**src/rtl/regbank_arb_pkg.sv**
```systemverilog
// Shared types and constants for the register-bank arbiter.
// Latency: none (types, constants and a pure helper function only).
// Backpressure: not applicable.
package regbank_arb_pkg;

  typedef enum logic [1:0] {
    ARB_IDLE   = 2'd0,
    ARB_ACCESS = 2'd1,
    ARB_ACK    = 2'd2
  } arb_state_e;

  localparam int unsigned REQ_SPI = 0;
  localparam int unsigned REQ_I2C = 1;
  localparam int unsigned CNT_W   = 8;

  // Saturating increment; the counter sticks at all-ones instead of wrapping.
  function automatic logic [CNT_W-1:0] sat_inc(input logic [CNT_W-1:0] v);
    return (&v) ? v : v + 1'b1;
  endfunction

endpackage

```
**src/rtl/regbank_arbiter_rr_arbiter2.sv**
```systemverilog
// Two-way round-robin pick: a lone request wins, a tie goes to the other index.
// Latency: purely combinational.
// Backpressure: none; the caller decides when the pick is used.
module rr_arbiter2
  import regbank_arb_pkg::*;
(
  input  logic [1:0] req_i,
  input  logic       last_grant_i,
  output logic [1:0] grant_o,
  output logic       grant_idx_o
);

  // Tie goes to the requester that did not win last time; otherwise the lone one.
  always_comb begin
    grant_idx_o = 1'b0;
    grant_o     = 2'b00;
    if (req_i == 2'b11) begin
      grant_idx_o = ~last_grant_i;
    end else begin
      grant_idx_o = req_i[REQ_I2C];
    end
    if (|req_i) begin
      grant_o = grant_idx_o ? 2'b10 : 2'b01;
    end
  end

endmodule

```
**src/rtl/regbank_arbiter.sv**
```systemverilog
// Shares one register-bank port between SPI (req 0) and I2C (req 1), round-robin.
// Latency: req in IDLE cycle N -> bank strobe N+1 -> ack N+2; one access per 3 cycles.
// Backpressure: requests are held until ack; losers stay pending. Optional stats: REGBANK_ARB_STATS_EN.
module regbank_arbiter
  import regbank_arb_pkg::*;
#(
  parameter int ADDR_W = 4,
  parameter int REG_W  = 8
) (
  input  logic              clk,
  input  logic              rstb,
  input  logic              ena,
  input  logic              req0,
  input  logic              req1,
  input  logic              we0,
  input  logic              we1,
  input  logic [ADDR_W-1:0] addr0,
  input  logic [ADDR_W-1:0] addr1,
  input  logic [REG_W-1:0]  wdata0,
  input  logic [REG_W-1:0]  wdata1,
  output logic              ack0,
  output logic              ack1,
  output logic [REG_W-1:0]  rdata0,
  output logic [REG_W-1:0]  rdata1,
  output logic              bank_we,
  output logic              bank_re,
  output logic [ADDR_W-1:0] bank_addr,
  output logic [REG_W-1:0]  bank_wdata,
  input  logic [REG_W-1:0]  bank_rdata,
  output logic [CNT_W-1:0]  conflict_cnt
);

  arb_state_e        state_q;
  logic              last_grant_q;
  logic              grant_idx_q;
  logic              bank_we_q;
  logic              bank_re_q;
  logic [ADDR_W-1:0] bank_addr_q;
  logic [REG_W-1:0]  bank_wdata_q;
  logic [REG_W-1:0]  rdata0_q;
  logic [REG_W-1:0]  rdata1_q;
  logic              ack0_q;
  logic              ack1_q;

  logic [1:0]        grant;
  logic              grant_idx;
  logic              win_we_d;
  logic [ADDR_W-1:0] win_addr_d;
  logic [REG_W-1:0]  win_wdata_d;

  rr_arbiter2 u_rr (
    .req_i        ({req1, req0}),
    .last_grant_i (last_grant_q),
    .grant_o      (grant),
    .grant_idx_o  (grant_idx)
  );

  // Steer the winning requester's command onto the bank-side next-state values.
  always_comb begin
    win_we_d    = 1'b0;
    win_addr_d  = '0;
    win_wdata_d = '0;
    if (grant[REQ_I2C]) begin
      win_we_d    = we1;
      win_addr_d  = addr1;
      win_wdata_d = wdata1;
    end else if (grant[REQ_SPI]) begin
      win_we_d    = we0;
      win_addr_d  = addr0;
      win_wdata_d = wdata0;
    end
  end

  // Arbitration FSM with all bank strobes, acks and read data registered.
  always_ff @(posedge clk or negedge rstb) begin
    if (!rstb) begin
      state_q      <= ARB_IDLE;
      last_grant_q <= 1'b1;
      grant_idx_q  <= 1'b0;
      bank_we_q    <= 1'b0;
      bank_re_q    <= 1'b0;
      bank_addr_q  <= '0;
      bank_wdata_q <= '0;
      rdata0_q     <= '0;
      rdata1_q     <= '0;
      ack0_q       <= 1'b0;
      ack1_q       <= 1'b0;
    end else begin
      case (state_q)
        ARB_IDLE: begin
          if (ena && (req0 || req1)) begin
            grant_idx_q  <= grant_idx;
            last_grant_q <= grant_idx;
            bank_addr_q  <= win_addr_d;
            bank_wdata_q <= win_wdata_d;
            bank_we_q    <= win_we_d;
            bank_re_q    <= ~win_we_d;
            state_q      <= ARB_ACCESS;
          end
        end
        ARB_ACCESS: begin
          // Bank read data is combinational from bank_addr, so it is valid now.
          if (bank_re_q) begin
            if (grant_idx_q) rdata1_q <= bank_rdata;
            else             rdata0_q <= bank_rdata;
          end
          bank_we_q <= 1'b0;
          bank_re_q <= 1'b0;
          ack0_q    <= ~grant_idx_q;
          ack1_q    <= grant_idx_q;
          state_q   <= ARB_ACK;
        end
        ARB_ACK: begin
          ack0_q  <= 1'b0;
          ack1_q  <= 1'b0;
          state_q <= ARB_IDLE;
        end
        default: begin
          bank_we_q <= 1'b0;
          bank_re_q <= 1'b0;
          ack0_q    <= 1'b0;
          ack1_q    <= 1'b0;
          state_q   <= ARB_IDLE;
        end
      endcase
    end
  end

`ifdef REGBANK_ARB_STATS_EN
  logic [CNT_W-1:0] conflict_cnt_q;

  // Count idle cycles where both front ends contend for the bank; saturating.
  always_ff @(posedge clk or negedge rstb) begin
    if (!rstb) begin
      conflict_cnt_q <= '0;
    end else if ((state_q == ARB_IDLE) && ena && req0 && req1) begin
      conflict_cnt_q <= sat_inc(conflict_cnt_q);
    end
  end

  assign conflict_cnt = conflict_cnt_q;
`else
  assign conflict_cnt = '0;
`endif

  assign ack0       = ack0_q;
  assign ack1       = ack1_q;
  assign rdata0     = rdata0_q;
  assign rdata1     = rdata1_q;
  assign bank_we    = bank_we_q;
  assign bank_re    = bank_re_q;
  assign bank_addr  = bank_addr_q;
  assign bank_wdata = bank_wdata_q;

endmodule
```
**config.mk**
```make
export PLATFORM = sky130hd
export DESIGN_NAME = regbank_arbiter
export DESIGN_NICKNAME = d
export VERILOG_FILES = /design/src/rtl/regbank_arb_pkg.sv /design/src/rtl/regbank_arbiter_rr_arbiter2.sv /design/src/rtl/regbank_arbiter.sv
export SDC_FILE = /design/constraint.sdc
export NUM_CORES = 1
export LEC_CHECK = 0
export BUFFER_PORTS_ARGS = -buffer_cell sky130_fd_sc_hd__clkbuf_2
export CAP_MARGIN = 20
export CORE_ASPECT_RATIO = 1.5
export CORE_MARGIN = 5
export CORE_UTILIZATION = 30
export CTS_CLUSTER_SIZE = 28
export DETAILED_ROUTE_END_ITERATION = 10
export GPL_TIMING_DRIVEN = 0
export PLACE_DENSITY_LB_ADDON = 0.1
export SLEW_MARGIN = 20
export SYNTH_ARGS = -nofsm -noshare
export SYNTH_HDL_FRONTEND = slang
export SYNTH_SLANG_ARGS = --single-unit
```
**constraint.sdc**
```tcl
create_clock -name clk -period 1.8 [get_ports clk]
set_input_delay 0.09 -clock clk [delete_from_list [all_inputs] [get_ports clk]]
set_output_delay 0.09 -clock clk [all_outputs]
set_load 0.01 [all_outputs]
```
==> results of run 1 <==
-- per-stage QoR --
step / instance area (um2) / total power [uW]
6_report: 2200 / 2790
2_1_floorplan: 1650 / 1770
3_5_place_dp: 2080 / 2220
3_3_place_gp: 2080 / 2210
4_1_cts: 2190 / 2850
5_1_grt: 2200 / 3000
-- final timing paths --
kind | end | cells past startpoint | slack [ps] | start
worst max-delay path | bank_addr[0] | 4 | 240 | state_q[1]
worst min-delay path | bank_wdata[3] | 3 | 30 | wdata1[3]
worst max register to register | bank_addr[0] | 4 | 240 | state_q[1]
worst min register to register | last_grant_q | 2 | 490 | last_grant_q
max in group asynchronous | rdata1[0] | 2 | 760 | rstb
min in group asynchronous | rdata1[2] | 2 | 460 | rstb
-- cells by family after synthesis --
family          share of synthesized area
compound gates                     0.0687
buf+inv                            0.0725
flops                               0.556
mux                                 0.123
other cells                       0.00231
simple gates                        0.177
-- routing by layer --
metal  track usage  vias to the layer above  wire length (um)
li1              -                      671                 -
met1         0.134                      645              1610
met2         0.216                       53              2100
met3        0.0391                        4               283
met4        0.0398                        0                38
met5             0                        -                 0
-- layout by cell type (no fill, tap or decap), drive strengths merged --
master       netlist  final
clkbuf             4     81
dfrtp             35     35
nand3             25     25
mux2              16     16
o21ai             15     15
nand4             12     12
buf               12     12
conb               1      8
inv                5      5
nor2               4      4
mux2i              2      2
nand2              2      2
a32o               2      2
nor3b              1      1
a21boi             1      1
or3b               1      1
nand2b             1      1
nor2b              1      1
and3               1      1
and2b              1      1
a221oi             1      1
dlygate4sd3        0      1
dfstp              1      1
-- state kept, by name, indices dropped and copies added (netlist names) --
name	cells
bank_wdata	8
rdata0	8
rdata1	8
bank_addr	4
state_q	2
ack0	1
ack1	1
bank_re	1
bank_we	1
grant_idx_q	1
last_grant_q	1
-- where the power goes --
| part | internal (uW) | switching (uW) |
|---|---|---|
| logic | 451 | 469 |
| clock network | 341 | 272 |
| registers | 1110 | 153 |
-- timing repair --
item,4_1_cts,5_1_grt
hold buffers,1,0
gates resized for setup,0,1
hold endpoints to repair,35,0
buffers inserted,0,0
setup endpoints to repair,0,2
-- worst register-to-register path, cell delays in order (launching register included) --
cell and delay, ps:
dfrtp_1 480, or3b_4 470, clkbuf_2 200, o21ai_0 190, nand3_1 110
-- final cells by class --
type | count | area [um2] | share of cell area
Sequential cell | 36 | 902 | 0.411
Multi-Input combinational cell | 94 | 634 | 0.289
Timing Repair Buffer | 71 | 360 | 0.164
Buffer | 16 | 98.8 | 0.0450
Clock buffer | 7 | 96.3 | 0.0439
Tap cell | 68 | 85.1 | 0.0387
Inverter | 5 | 18.8 | 0.00855
==> impl_metrics.tcl, run 1 <==
set metrics [dict create \
    status "complete, no violations" \
    cts.sinks 36 \
    viasPerCell 4.62 \
    synth_area_leaders "dfrtp_1 (54%), mux2_2 (11%), nand3_1 (7.4%)" \
    grt_pass1_wl_mm 6.80 \
    max_freq_mhz 641 \
    synth_edf_count 0 \
    antenna_found_initial 0 \
    gr-total-overflow 0 \
    ctsRootBufferMaster "clkbuf_8" \
    fp-row-count 32 \
    synth_area_um2 1620 \
    chipHeight_um 100 \
    clkLatencyLatePin_ps 280 \
    drive_gt1_frac 0.489 \
    pre_cts_ws_ps 186 \
    cts_buffer_depth 2 \
    vias 1373 \
    maxCapViolCount 0 \
    grt_setup_unrepaired "false" \
    drt-wirelength-per-cell_um 13.6 \
    ys.flop_type "dfrtp_1" \
    drt_iter0_markers 52 \
    hpwl_mm 3.13 \
    tightestPinTransition_ps 905 \
    grt_pass1_vias 1453 \
    synth-seq-cells 36 \
    crit_path_end_kind "flip-flop" \
    p_per_area_nw_per_um2 1270 \
    ys_seq_area_frac 0.556 \
    worstPathCellList "or3b_4 -> clkbuf_2 -> o21ai_0 -> nand3_1" \
    grt_max_degree 37 \
    path_clk_slew_ps 70 \
    worst_slack_ps 240 \
    yosysUniqueCellTypes 26 \
    worstSetupPathType "reg -> reg" \
    crit_family "simple AND/OR/NAND/NOR gates" \
    postSynthAreaPerCell_um2 11.3 \
    drc 0 \
    finalCritPeriodShare 0.867 \
    cts_tree "built" \
    synth_largest_area_cell "dfrtp_1" \
    async_reset_ff_frac 1.00 \
    grt_usage 0.121 \
    hold_violations 0 \
    startpoint_type "flip-flop" \
    syn_to_final_growth_pct 35.4 \
    start_util 0.312 \
    nets 268 \
    crit_required_ps 1960 \
    final_antenna_net_count 0 \
    max_slew_margin 0.397 \
    dp.cells 289 \
    fin_util 0.422 \
    dr.pass1.iters 4 \
    finClkSkew_ps 6.12 \
    synthCells 144 \
    diodes 0 \
    finalMaxSlewViolations 0 \
    yosys_warnings 0 \
    critical_path.max_fanout 10 \
    crit_buf_inv 1 \
    cpPeakStageDelay_ps 480 \
    final_cells 297 \
    cts_max_level 2 \
    fin_tns_setup_ps 0 \
    die_w_um 70.0 \
    coreArea_um2 5200 \
    period_minus_slack_ps 1560 \
    io_pins 79 \
    hold_class "in -> reg" \
    ir_drop_mv 0.490 \
    whs_ps 26.3 \
    die_area_um2 7010 \
    cp_slowest_cell "dfrtp_1" \
    synth.most_common_cell "dfrtp_1" \
    place.gp.congestion 0.693 \
    setup_viol 0 \
    fill_cells 553 \
    power.leakage_uw 0.00112 \
    numCtsBuffers 5 \
    yosysTopAreaCellShare 0.540 \
    arrival_ps 1720 \
    wl_mm 4.03 \
    numPortBuffers 70 \
    synth.top_cells.by_count "dfrtp_1 (35), nand3_1 (24), mux2_2 (16), o21ai_0 (13), nand4_1 (12)" \
]
(Power assumes the default switching activity.)
==> inputs of run 2 (changes only) <==
--- a/config.mk
+++ b/config.mk
@@ -14,6 +14,7 @@
 export DETAILED_ROUTE_END_ITERATION = 10
 export GPL_TIMING_DRIVEN = 0
 export PLACE_DENSITY_LB_ADDON = 0.1
+export RECOVER_POWER = 25
 export SLEW_MARGIN = 20
 export SYNTH_ARGS = -nofsm -noshare
 export SYNTH_HDL_FRONTEND = slang
==> impl_metrics.tcl, run 2 (synthesis gave the netlist of run 1 again) <==
set metrics [dict create \
    status "complete, no violations" \
    worst_slack_ps 242 \
    drt_iter0_markers 43 \
    tightestPinTransition_ps 905 \
    cp_slowest_cell "dfrtp_1" \
    met1_usage 0.134 \
    die_w_um 70.0 \
    whs_ps 26.2 \
    critical_path.max_fanout 8 \
    path_clk_slew_ps 70 \
    grt_pass1_wl_mm 6.80 \
    max_freq_mhz 642 \
    clkLatencyLatePin_ps 280 \
    place.gp.congestion 0.693 \
    gr-total-overflow 0 \
    cpPeakStageDelay_ps 480 \
    drt-wirelength-per-cell_um 13.7 \
    final_cell_mix "clkbuf_2 (46), dfrtp_1 (35), clkbuf_1 (28)" \
    max_slew_margin 0.396 \
    grt_max_degree 37 \
    fin_util 0.414 \
    vias 1371 \
    drive_gt1_frac 0.376 \
    worstPathCellList "nor2b_1 -> and3_1 -> buf_4 -> mux2_2" \
    crit_buf_inv 1 \
    fin_tns_setup_ps 0 \
    multi_input_area_um2 627 \
    coreArea_um2 5200 \
    diodes 0 \
    cts.sinks 36 \
    syn_to_final_growth_pct 33.0 \
    grt_pass1_vias 1453 \
    grt_setup_unrepaired "false" \
    finalInstanceArea_um2 2160 \
    die_area_um2 7010 \
    finalCritPeriodShare 0.865 \
    cts_tree "built" \
    final_antenna_net_count 0 \
    post_cts_buffers 0 \
    start_util 0.312 \
    layout_commonest_cell "clkbuf_2" \
    worstSetupPathType "reg -> reg" \
    power.leakage_uw 0.00104 \
    wl_mm 4.08 \
    use_met3 0.0391 \
    setup_viol 0 \
    chipHeight_um 100 \
    dr.pass1.iters 4 \
    placed_area_um2 2080 \
    ff_latch_area_um2 902 \
    p_per_area_nw_per_um2 1270 \
    hold_class "in -> reg" \
    arrival_ps 1720 \
    crit_required_ps 1960 \
    drc 0 \
    met2_usage 0.216 \
    antenna_found_initial 0 \
    viasPerCell 4.62 \
    hpwl_mm 3.13 \
    startpoint_type "flip-flop" \
    nets 268 \
    io_pins 79 \
    maxCapViolCount 0 \
    finClkSkew_ps 6.16 \
    finalMaxSlewViolations 0 \
    ir_drop_mv 0.480 \
    fill_cells 560 \
    period_minus_slack_ps 1560 \
    crit_family "flip-flops" \
    cts_buffer_depth 2 \
    cts_max_level 2 \
    busiest_layer "met2" \
    numPortBuffers 70 \
    numCtsBuffers 5 \
    ctsRootBufferMaster "clkbuf_8" \
    fp-row-count 32 \
    crit_path_end_kind "flip-flop" \
    hold_violations 0 \
    pre_cts_ws_ps 186 \
    grt_usage 0.121 \
]
[run 2: changes by cell type in the layout (fill, tap and decap cells not counted)]
cell,previous run,this run
clkbuf_1,3,28
nor2b_4,1,0
clkbuf_2,71,46
nor2b_1,0,1
[run 2: timing repair]
item,in CTS,in global routing
hold buffers,1,0
endpoints found under the setup margin,0,2
gates resized for setup,0,1
hold endpoints to repair,35,0
[run 2: stage by stage]
| step | instances | total power (uW) |
|---|---|---|
| after floorplan | 151 | 1770 |
| after global placement | 289 | 2210 |
| after detailed placement | 289 | 2220 |
| after CTS | 297 | 2850 |
| after global routing | 297 | 2940 |
| final | 297 | 2730 |
[run 2: where the power goes]
group          total [uW]  internal, uW  switching [uW]
Clock                 613           341             272
Combinational         860           388             472
Sequential           1260          1110             150
Total                2730          1840             895
[run 2: worst reg2reg max path: stages (launching register included)]
cell and delay (ps):
dfrtp_1 480, nor2b_1 270, and3_1 180, buf_4 170, mux2_2 340
[run 2: worst paths after layout]
| path | start | end | slack (ps) | cells after the start |
|---|---|---|---|---|
| worst max-delay path | state_q[0] | rdata0[3] | 240 | 4 |
| worst min-delay path | wdata1[3] | bank_wdata[3] | 30 | 3 |
| worst max register to register | state_q[0] | rdata0[3] | 240 | 4 |
| worst min register to register | last_grant_q | last_grant_q | 490 | 2 |
| max in group asynchronous | rstb | rdata1[0] | 760 | 2 |
| min in group asynchronous | rstb | rdata1[2] | 460 | 2 |
[run 2: per-layer routing]
metal / part of all wire / up-vias
li1: - / 671
met1: 0.41 / 643
met2: 0.51 / 53
met3: 0.071 / 4
met4: 0.0093 / 0
met5: 0 / -
[run 2: layout make-up]
type | count | share of cell area
plain buffers | 16 | 0.0458
clock buffers | 7 | 0.0447
inverters | 5 | 0.00870
multi-input cells | 94 | 0.291
flip-flops and latches | 36 | 0.418
well taps | 68 | 0.0394
repair buffers | 71 | 0.153
